`src/rtl/lsu_pkg.sv`:
```
// LSU shared types: FSM states, access sizes and the lane-enable helper.
// Imported by the bus master and its lane aligner.
package lsu_pkg;

  typedef enum logic [1:0] {
    IDLE,
    REQ,
    WAIT,
    DONE
  } state_t;

  localparam logic [1:0] SZ_B = 2'd0;
  localparam logic [1:0] SZ_H = 2'd1;
  localparam logic [1:0] SZ_W = 2'd2;

  function automatic logic [3:0] be_of(
    input logic [1:0] sz,
    input logic [1:0] lo
  );
    logic [3:0] be;
    case (sz)
      SZ_B:    be = 4'b0001 << lo;
      SZ_H:    be = 4'b0011 << {lo[1], 1'b0};
      default: be = 4'b1111;
    endcase
    return be;
  endfunction

endpackage

```
`src/rtl/lsu_bus_master_if.sv`:
```
// Request/grant/response data-memory bus between the LSU and memory.
// The master drives the request side; the slave answers.
interface lsu_bus_master_if #(
  parameter int ADDR_W = 32
) ();

  logic              req;
  logic              we;
  logic [ADDR_W-1:0] addr;
  logic [3:0]        be;
  logic [31:0]       wdata;
  logic              gnt;
  logic              rvalid;
  logic [31:0]       rdata;
  logic              err;

  modport master (
    output req, we, addr, be, wdata,
    input  gnt, rvalid, rdata, err
  );

  modport slave (
    input  req, we, addr, be, wdata,
    output gnt, rvalid, rdata, err
  );

endinterface

```
`src/rtl/lsu_lane_align.sv`:
```
// Byte-lane steering: enables and replicated store data on the way out,
// byte/half extraction with sign or zero extension on the way back.
module lsu_lane_align
  import lsu_pkg::*;
(
  input  logic [1:0]  size,
  input  logic        uns,
  input  logic [1:0]  lo,
  input  logic [31:0] wd,
  input  logic [31:0] rdata,
  output logic [3:0]  be,
  output logic [31:0] wdata,
  output logic [31:0] rext
);

  logic [7:0]  rb;
  logic [15:0] rh;

  always_comb begin
    be = be_of(size, lo);
    rb = rdata[{lo, 3'b000} +: 8];
    rh = rdata[{lo[1], 4'b0000} +: 16];
    case (size)
      SZ_B: begin
        wdata = {4{wd[7:0]}};
        rext  = uns ? {24'b0, rb} : {{24{rb[7]}}, rb};
      end
      SZ_H: begin
        wdata = {2{wd[15:0]}};
        rext  = uns ? {16'b0, rh} : {{16{rh[15]}}, rh};
      end
      default: begin
        wdata = wd;
        rext  = rdata;
      end
    endcase
  end

endmodule

```
`src/rtl/lsu_bus_master.sv`:
```
// Data-memory bus initiator: stalls the core across a multi-cycle access
// and returns the extended load result with a one-cycle done pulse.
module lsu_bus_master
  import lsu_pkg::*;
#(
  parameter int TIMEOUT_CYCLES = 255,
  parameter int ADDR_W         = 32
) (
  input  logic              clk,
  input  logic              rst_n,
  input  logic              load_enb,
  input  logic              lb,
  input  logic              lh,
  input  logic              lw,
  input  logic              lbu,
  input  logic              lhu,
  input  logic              sb,
  input  logic              sh,
  input  logic              sw,
  input  logic [ADDR_W-1:0] address,
  input  logic [31:0]       write_data,
  output logic [31:0]       read_data,
  output logic              stall,
  output logic              done,
  output logic              misaligned,
  output logic              err,
  lsu_bus_master_if.master  bus
);

  localparam int CW = $clog2(TIMEOUT_CYCLES + 1);

  state_t            state, nxt;
  logic              op_vld, op_we, op_uns;
  logic [1:0]        op_sz;
  logic              mis, go, tmo, hit, busy;
  logic [1:0]        al_sz, al_lo, sz_q, lo_q;
  logic              al_uns, uns_q, we_q, err_q;
  logic [3:0]        al_be, be_q;
  logic [31:0]       al_wdata, wdata_q, rdata_q, rext;
  logic [ADDR_W-1:0] addr_q;
  logic [CW-1:0]     cnt;

  // Stores outrank loads; within each class wider accesses win.
  always_comb begin
    op_vld = 1'b1;
    op_we  = 1'b0;
    op_sz  = SZ_W;
    op_uns = 1'b0;
    priority case (1'b1)
      sw: op_we = 1'b1;
      sh: begin op_we = 1'b1; op_sz = SZ_H; end
      sb: begin op_we = 1'b1; op_sz = SZ_B; end
      load_enb && lw:  op_sz = SZ_W;
      load_enb && lh:  op_sz = SZ_H;
      load_enb && lhu: begin op_sz = SZ_H; op_uns = 1'b1; end
      load_enb && lb:  op_sz = SZ_B;
      load_enb && lbu: begin op_sz = SZ_B; op_uns = 1'b1; end
      default: op_vld = 1'b0;
    endcase
  end

  assign mis = (op_sz == SZ_H && address[0]) ||
               (op_sz == SZ_W && address[1:0] != 2'b00);
  assign go   = rst_n && state == IDLE && op_vld && !mis;
  assign busy = state == REQ || state == WAIT;
  assign tmo  = cnt >= CW'(TIMEOUT_CYCLES - 1);
  assign hit  = (state == REQ && bus.gnt && bus.rvalid) ||
                (state == WAIT && bus.rvalid);

  assign misaligned = state == IDLE && op_vld && mis;

  assign al_sz  = state == IDLE ? op_sz : sz_q;
  assign al_uns = state == IDLE ? op_uns : uns_q;
  assign al_lo  = state == IDLE ? address[1:0] : lo_q;

  lsu_lane_align u_align (
    .size  (al_sz),
    .uns   (al_uns),
    .lo    (al_lo),
    .wd    (write_data),
    .rdata (rdata_q),
    .be    (al_be),
    .wdata (al_wdata),
    .rext  (rext)
  );

  always_ff @(posedge clk or negedge rst_n) begin
    if (!rst_n) state <= IDLE;
    else        state <= nxt;
  end

  always_comb begin
    nxt = state;
    unique case (state)
      IDLE: if (go) nxt = REQ;
      REQ: begin
        if (bus.gnt && bus.rvalid) nxt = DONE;
        else if (bus.gnt)          nxt = WAIT;
        else if (tmo)              nxt = DONE;
      end
      WAIT:    if (bus.rvalid || tmo) nxt = DONE;
      DONE:    nxt = IDLE;
      default: nxt = IDLE;
    endcase
  end

  always_comb begin
    stall     = 1'b0;
    done      = 1'b0;
    err       = 1'b0;
    read_data = '0;
    bus.req   = 1'b0;
    unique case (state)
      IDLE: stall = go;
      REQ: begin
        stall   = 1'b1;
        bus.req = 1'b1;
      end
      WAIT: stall = 1'b1;
      DONE: begin
        done = 1'b1;
        err  = err_q;
        if (!err_q && !we_q) read_data = rext;
      end
      default: ;
    endcase
  end

  always_ff @(posedge clk or negedge rst_n) begin
    if (!rst_n) begin
      cnt     <= '0;
      addr_q  <= '0;
      we_q    <= 1'b0;
      be_q    <= '0;
      wdata_q <= '0;
      sz_q    <= SZ_W;
      uns_q   <= 1'b0;
      lo_q    <= '0;
      rdata_q <= '0;
      err_q   <= 1'b0;
    end else begin
      if (state == IDLE) cnt <= '0;
      else if (busy)     cnt <= cnt + 1'b1;
      if (go) begin
        addr_q  <= {address[ADDR_W-1:2], 2'b00};
        we_q    <= op_we;
        be_q    <= al_be;
        wdata_q <= al_wdata;
        sz_q    <= op_sz;
        uns_q   <= op_uns;
        lo_q    <= address[1:0];
        err_q   <= 1'b0;
      end
      // A real response always overrides a timeout flagged earlier.
      if (hit) begin
        rdata_q <= bus.rdata;
        err_q   <= bus.err;
      end else if (busy && tmo) begin
        err_q   <= 1'b1;
      end
    end
  end

  assign bus.we    = we_q;
  assign bus.addr  = addr_q;
  assign bus.be    = be_q;
  assign bus.wdata = wdata_q;

endmodule

```
`src/flat_wrapper.sv`:
```
// flat-port wrapper written by rule: the top's interface ports become plain ports
module lsu_bus_master_flat import lsu_pkg::*;
#(
  parameter int TIMEOUT_CYCLES = 255,
  parameter int ADDR_W         = 32
)
  (clk, rst_n, load_enb, lb, lh, lw, lbu, lhu, sb, sh, sw, address, write_data, read_data, stall, done, misaligned, err, bus_req, bus_we, bus_addr, bus_be, bus_wdata, bus_gnt, bus_rvalid, bus_rdata, bus_err);
  lsu_bus_master_if #(.ADDR_W(ADDR_W)) bus_i ();
  input  logic clk;
  input  logic rst_n;
  input  logic load_enb;
  input  logic lb;
  input  logic lh;
  input  logic lw;
  input  logic lbu;
  input  logic lhu;
  input  logic sb;
  input  logic sh;
  input  logic sw;
  input  logic [ADDR_W-1:0] address;
  input  logic [31:0] write_data;
  output logic [31:0] read_data;
  output logic stall;
  output logic done;
  output logic misaligned;
  output logic err;
  output wire logic [$bits(bus_i.req)-1:0] bus_req;
  output wire logic [$bits(bus_i.we)-1:0] bus_we;
  output wire logic [$bits(bus_i.addr)-1:0] bus_addr;
  output wire logic [$bits(bus_i.be)-1:0] bus_be;
  output wire logic [$bits(bus_i.wdata)-1:0] bus_wdata;
  input wire logic [$bits(bus_i.gnt)-1:0] bus_gnt;
  input wire logic [$bits(bus_i.rvalid)-1:0] bus_rvalid;
  input wire logic [$bits(bus_i.rdata)-1:0] bus_rdata;
  input wire logic [$bits(bus_i.err)-1:0] bus_err;
  assign bus_req = bus_i.req;
  assign bus_we = bus_i.we;
  assign bus_addr = bus_i.addr;
  assign bus_be = bus_i.be;
  assign bus_wdata = bus_i.wdata;
  assign bus_i.gnt = bus_gnt;
  assign bus_i.rvalid = bus_rvalid;
  assign bus_i.rdata = bus_rdata;
  assign bus_i.err = bus_err;
  lsu_bus_master #(.TIMEOUT_CYCLES(TIMEOUT_CYCLES), .ADDR_W(ADDR_W)) u_core (.clk(clk), .rst_n(rst_n), .load_enb(load_enb), .lb(lb), .lh(lh), .lw(lw), .lbu(lbu), .lhu(lhu), .sb(sb), .sh(sh), .sw(sw), .address(address), .write_data(write_data), .read_data(read_data), .stall(stall), .done(done), .misaligned(misaligned), .err(err), .bus(bus_i));
endmodule
```
`config.mk`:
```
export PLATFORM = sky130hd
export DESIGN_NAME = lsu_bus_master_flat
export DESIGN_NICKNAME = d
export VERILOG_FILES = /design/src/rtl/lsu_pkg.sv /design/src/rtl/lsu_bus_master_if.sv /design/src/rtl/lsu_lane_align.sv /design/src/rtl/lsu_bus_master.sv /design/src/flat_wrapper.sv
export SDC_FILE = /design/constraint.sdc
export NUM_CORES = 1
export LEC_CHECK = 0
export CAP_MARGIN = 20
export CORE_ASPECT_RATIO = 1.2
export CORE_MARGIN = 1
export CORE_UTILIZATION = 45
export DETAILED_ROUTE_END_ITERATION = 12
export PLACE_DENSITY = 0.81
export SYNTH_ARGS = -nofsm -noshare
export SYNTH_HDL_FRONTEND = slang
export SYNTH_SLANG_ARGS = --single-unit
```
`constraint.sdc`:
```
create_clock -name clk -period 6.28 [get_ports clk]
set_clock_uncertainty 0.1 [all_clocks]
set_input_delay 0.628 -clock clk [delete_from_list [all_inputs] [get_ports clk]]
set_output_delay 0.628 -clock clk [all_outputs]
set_load 0.03 [all_outputs]
```
==> results of run 1 <==
## state kept, by name (all words and copies together), names as in the netlist
signal,count
u_core.state,2
u_core.bus.wdata,32
u_core.sz_q,2
u_core.bus.addr,30
u_core.uns_q,1
u_core.bus.be,4
u_core.cnt,8
u_core.err_q,1
u_core.lo_q,2
u_core.rdata_q,32
u_core.bus.we,1
## critical path, cell delays in order (launching register included)
cell and delay, ns:
dfrtp_1 0.45, inv_1 0.13, ha_1 0.66, inv_1 0.29, nand2_1 0.21, o31a_1 0.86
nand3_1 0.32, a21oi_4 0.50, o21a_1 0.20, clkdlybuf4s50_1 0.68
## cell usage after synthesis (8+ instances only)
cell and number:
a31oi_1 9, dfrtp_1 114, a21o_1 12, buf_2 20, a21oi_1 30, nand2_1 163, o21ai_0 43, mux2_2 34
nor2_1 33, inv_1 10, clkbuf_1 12, o21a_1 16, mux2i_1 28, o221a_2 8
## stage by stage
stage               worst slack [ns]  hold slack (ns)  power (W)
floorplan                       3.17            0.232    0.00275
global placement                1.57            0.356    0.00350
detailed placement              1.33            0.365    0.00357
CTS                            0.823            0.123    0.00453
global route                   0.553            0.142    0.00477
finish                         0.838            0.113    0.00451
## per-layer routing
metal | wire (um) | up-vias | track usage | part of all wire
li1 | - | 2482 | - | -
met1 | 6850 | 2535 | 0.309 | 0.41
met2 | 8160 | 198 | 0.430 | 0.49
met3 | 1170 | 31 | 0.0863 | 0.070
met4 | 452 | 0 | 0.0997 | 0.027
met5 | 0 | - | 0 | 0
## path summary, 6_finish.rpt
| path | endpoint | slack [ns] | depth (start not counted) |
|---|---|---|---|
| max in group asynchronous | u_core.rdata_q[18] | 4.66 | 2 |
| min | u_core.bus.addr[20] | 0.11 | 1 |
| max reg2reg | u_core.bus.be[2] | 2.72 | 8 |
| min reg2reg | u_core.bus.addr[23] | 0.37 | 2 |
| min in group clk | u_core.bus.addr[23] | 0.37 | 2 |
| max | read_data[17] | 0.84 | 9 |
## report_power, final
part | internal (W) | switching, W | total (W)
Combinational | 0.000918 | 0.00131 | 0.00223
Clock | 0.000598 | 0.000324 | 0.000923
Sequential | 0.00109 | 0.000262 | 0.00135
Total | 0.00261 | 0.00190 | 0.00451
## area by class of cell
| type | count | area share |
|---|---|---|
| Sequential cell | 115 | 0.336 |
| Timing Repair Buffer | 219 | 0.254 |
| Tap cell | 164 | 0.0239 |
| Clock inverter | 10 | 0.0127 |
| Multi-Input combinational cell | 440 | 0.316 |
| Inverter | 10 | 0.00438 |
| Clock buffer | 21 | 0.0537 |
## cells by family (layout without fill, tap and decap cells)
| logic type | after synthesis | in the layout | synth area share |
|---|---|---|---|
| compound gates | 146 | 146 | 0.173 |
| xor+xnor | 2 | 2 | 0.00301 |
| fa+ha+maj | 7 | 7 | 0.0150 |
| buf+inv | 50 | 260 | 0.0423 |
| flops | 115 | 115 | 0.494 |
| mux | 63 | 63 | 0.116 |
| other cells | 1 | 2 | 0.000644 |
| simple gates | 220 | 220 | 0.155 |
## cell usage in the layout (no fill, tap or decap), types with 5 or more instances in the layout
cell and instances:
nand3_1 6, a21o_1 12, o21a_1 16, clkinv_2 5, a31oi_1 9, clkbuf_16 17, dfrtp_1 114, mux2_2 34
nor2_1 33, nor3_1 6, inv_1 10, nand2_1 162, o221a_2 8, buf_4 7, o21ai_0 43, mux2i_1 27
clkdlybuf4s50_1 212, ha_1 7, a21oi_1 30, a221o_1 7
==> impl_metrics.py, run 1 <==
metrics = {
    "cells_and_area": {
        "register_area_sq_um": 2880,
        "layout.cells.non_filler": 979,
        "fill_cells": 971,
        "diodes": 0,
        "final_area_sq_um": 8570,
        "drive_gt1_frac": 0.112,
        "final_util": 0.680,
        "final_nets": 920,
        "area_delta_synth_final_pct": 47.2,
        "multi_input_area_sq_um": 2710,
    },
    "synthesis": {
        "ys_types": 51,
        "synthCells": 604,
        "async_reset_ff_frac": 1.00,
        "yosysSeqAreaShare": 0.494,
        "yosysTopAreaCell": "dfrtp_1",
        "synth.avg_cell_area_sq_um": 9.64,
        "ys_seq_elements": 115,
        "ys_top_cells_by_area": "dfrtp_1, nand2_1, mux2_2, mux2i_1, o21ai_0",
        "synth_edf_count": 0,
        "yosys.area.top_type_share": 0.490,
        "synthesis.area_sq_um": 5820,
        "ys_warn_count": 0,
        "synth_top_flop_cell": "dfrtp_1",
    },
    "floorplan": {
        "boundaryPins": 216,
        "core_area_sq_um": 12600,
        "die_area_sq_um": 13400,
        "fp-row-count": 45,
        "chipWidth_um": 106,
        "start_util": 0.462,
        "die_h_um": 127,
    },
    "run": {
        "maxCapViolCount": 0,
    },
    "clocking": {
        "cts.sinks": 115,
        "cts_tree": "yes",
        "clock_path_buffers": 2,
        "clkLatencyLatePin_ns": 0.40,
        "cts-root-buf": "clkbuf_16",
        "path_clk_slew_ns": 0.05,
        "cts.repair.resized": 0,
        "post_cts_buffers": 0,
        "cts_buffers": 17,
        "cts_max_level": 4,
        "cts_hold_buf": 0,
    },
    "power_and_ir_drop": {
        "powerDensity_nw_per_um2": 526,
        "vdd_drop_max_uv": 310,
        "leakagePower_nw": 3.86,
    },
    "placement": {
        "gp_congestion": 0.911,
        "portBuffers": 213,
        "place_inst": 948,
        "dp_hpwl_um": 11800,
        "post_dp_cell_area_sq_um": 8010,
    },
    "timing": {
        "period_share": 0.867,
        "setup_viol": 0,
        "tightest_slew_ns": 1.05,
        "setup_tns_ns": 0,
        "slew_violations": 0,
        "rsz0062_at_grt": "no",
        "period_needed_ns": 5.44,
        "relSlewSlack": 0.303,
        "fmax_mhz": 184,
        "final_hold_viol_count": 0,
    },
    "worst_setup_path": {
        "crit_required_ns": 5.55,
        "setup.worst_path.start_class": "flop",
        "worstSetupPathType": "flop to primary output",
        "crit_arrival_ns": 4.71,
        "critPathLaunch": "u_core.state[0]",
        "reg2reg_from": "u_core.state[0]",
        "endpoint_kind": "primary output",
        "worstPathMaxFanout": 18,
    },
    "drt": {
        "vias": 5246,
        "post_drt_via_cell_ratio": 5.36,
        "wl_per_cell_um": 17.0,
        "finalWirelength_um": 16600,
        "first_pass_iters": 5,
        "drtIter0Drc": 359,
        "drc_errors": 0,
        "drtAntennaViolNets": 0,
    },
    "global_route": {
        "grt_max_degree": 71,
        "grt_usage": 0.258,
        "overflow": 0,
        "grt_pass1_wl_um": 26900,
        "grt_pass1_vias": 5372,
        "grt_antenna_before_repair": 0,
    },
    "worst_hold_path": {
        "hold_class": "primary input to asynchronous set/reset pin",
    },
    "outcome": {
        "status": "finished clean",
    },
}
Power figures use the tool's default switching activity.
==> inputs of run 2 (changes only) <==
==> constraint.sdc (replaced) <==
create_clock -name clk -period 6.28 [get_ports clk]
set_clock_uncertainty 0.1 [all_clocks]
set_input_delay 0.942 -clock clk [delete_from_list [all_inputs] [get_ports clk]]
set_output_delay 0.942 -clock clk [all_outputs]
set_load 0.03 [all_outputs]
==> impl_metrics.py, run 2 (synthesis gave the netlist of run 1 again) <==
metrics = {
    "placement": {
        "portBuffers": 213,
        "gp_congestion": 0.870,
        "dp_hpwl_um": 12100,
    },
    "cells_and_area": {
        "multi_input_area_sq_um": 2710,
        "final_cell_mix": "clkdlybuf4s50_1, nand2_1, dfrtp_1",
        "layout_commonest_cell": "clkdlybuf4s50_1",
        "diodes": 0,
        "area_delta_synth_final_pct": 47.0,
        "drive_gt1_frac": 0.115,
        "fill_cells": 952,
        "final_nets": 920,
        "final_util": 0.679,
        "register_area_sq_um": 2880,
    },
    "power_and_ir_drop": {
        "pwr-share-seq": 0.303,
        "vdd_drop_max_uv": 277,
        "finalPower_w": 0.00449,
        "clockPowerShare": 0.201,
        "p_int_w": 0.00253,
        "leakagePower_nw": 3.85,
        "switching_share": 0.436,
        "p_comb_frac": 0.496,
        "powerDensity_nw_per_um2": 525,
        "p_switching_w": 0.00196,
    },
    "floorplan": {
        "core_area_sq_um": 12600,
        "die_h_um": 127,
        "die_area_sq_um": 13400,
        "start_util": 0.462,
        "fp-row-count": 45,
        "chipWidth_um": 106,
        "boundaryPins": 216,
    },
    "worst_setup_path": {
        "setup.worst_path.start_class": "flop",
        "crit_arrival_ns": 4.65,
        "path_cells": "inv_1 > ha_1 > inv_1 > nand2_1 > o31a_1 > nand2_4 > nor2_1 > a221o_1 > clkdlybuf4s50_1",
        "reg2reg_from": "u_core.state[0]",
        "regToRegSetupSlack_ns": 2.72,
        "endpoint_kind": "primary output",
        "cpMostUsedCell": "inv_1",
        "cp_num_buf_inv": 3,
        "crit_family": "buffers and inverters",
        "slowest_stage": "o31a_1",
        "max_stage_delay_ns": 0.83,
        "reg2regPathDepth": 8,
        "r2r_end": "u_core.bus.be[2]",
        "worstPathMaxFanout": 18,
        "crit_required_ns": 5.24,
        "worstSetupPathType": "flop to primary output",
    },
    "global_route": {
        "grt_antenna_before_repair": 0,
        "grt_max_degree": 75,
        "grt_pass1_wl_um": 27000,
        "grt_usage": 0.258,
        "overflow": 0,
        "grt_pass1_vias": 5425,
    },
    "timing": {
        "period_share": 0.906,
        "tightest_slew_ns": 1.00,
        "final_hold_viol_count": 0,
        "setup_tns_ns": 0,
        "relSlewSlack": 0.330,
        "fmax_mhz": 176,
        "rsz0062_at_grt": "no",
        "period_needed_ns": 5.69,
        "setup_viol": 0,
        "slew_violations": 0,
    },
    "drt": {
        "wl_met3_um": 1170,
        "drc_errors": 0,
        "drtIter0Drc": 287,
        "vias": 5284,
        "first_pass_iters": 5,
        "drt-met1-wl_um": 6760,
        "wl_per_cell_um": 17.2,
        "finalWirelength_um": 16900,
        "drtAntennaViolNets": 0,
        "post_drt_via_cell_ratio": 5.39,
        "met2_length_um": 8400,
        "top_layer_used": "met4",
    },
    "worst_hold_path": {
        "holdPathStages": 2,
        "hold_class": "flop to flop",
        "hp-start": "u_core.bus.addr[19]",
        "holdPathEnd": "u_core.bus.addr[19]",
    },
    "clocking": {
        "clkLatencyLatePin_ns": 0.40,
        "clock_path_buffers": 2,
        "cts_tree": "yes",
        "cts-root-buf": "clkbuf_16",
        "post_cts_buffers": 0,
        "cts.sinks": 115,
        "cts_max_level": 4,
        "path_clk_slew_ns": 0.06,
        "cts_hold_buf": 0,
        "cts.repair.resized": 0,
        "cts_buffers": 17,
    },
    "outcome": {
        "status": "finished clean",
    },
    "run": {
        "maxCapViolCount": 0,
    },
}
==> run 2: power groups by stage <==
stage | combinational (W) | sequential, W | clock, W
after floorplan | 0.00106 | 0.00169 | 0
after global placement | 0.00216 | 0.00134 | 0
after detailed placement | 0.00222 | 0.00137 | 0
after CTS | 0.00224 | 0.00136 | 0.000917
after global routing | 0.00238 | 0.00140 | 0.000956
final | 0.00223 | 0.00136 | 0.000903
==> run 2: area by class of cell <==
class                   instances  area share
clock buffers                  18      0.0513
repair buffers                219       0.254
multi-input cells             440       0.316
well taps                     164      0.0240
flip-flops and latches        115       0.336
clock inverters                14      0.0140
inverters                      10     0.00438
==> run 2: how the worst max path moves through the flow <==
stage / start / to / cells after the start / slack [ns]
3_5_place_dp: lw / read_data[10] / 8 / 0.88
6_report: u_core.state[0] / read_data[8] / 9 / 0.59
4_1_cts: u_core.state[0] / read_data[8] / 9 / 0.62
2_1_floorplan: sw / read_data[15] / 7 / 2.61
5_1_grt: u_core.state[0] / read_data[11] / 9 / 0.33
3_3_place_gp: lw / read_data[28] / 8 / 1.04
==> run 2: per-stage QoR <==
step / hold slack, ns / setup slack [ns] / cells / area, sq um
5_1_grt: 0.389 / 0.330 / 980 / 8560
3_5_place_dp: 0.364 / 0.884 / 948 / 8010
4_1_cts: 0.376 / 0.616 / 980 / 8560
6_report: 0.371 / 0.590 / 980 / 8560
3_3_place_gp: 0.357 / 1.04 / 948 / 8010
2_1_floorplan: 0.349 / 2.61 / 605 / 5830
==> run 2: tightest hold or removal path, delay by kind of cell (launching register included) <==
family,cells,cell delay (ns)
simple gates,2,0.11
flops,1,0.34
==> run 2: per-layer routing <==
metal  vias up  global-route usage
met5         -                   0
met2       218               0.429
li1       2482                   -
met3        40              0.0714
met4         0               0.127
met1      2544               0.307
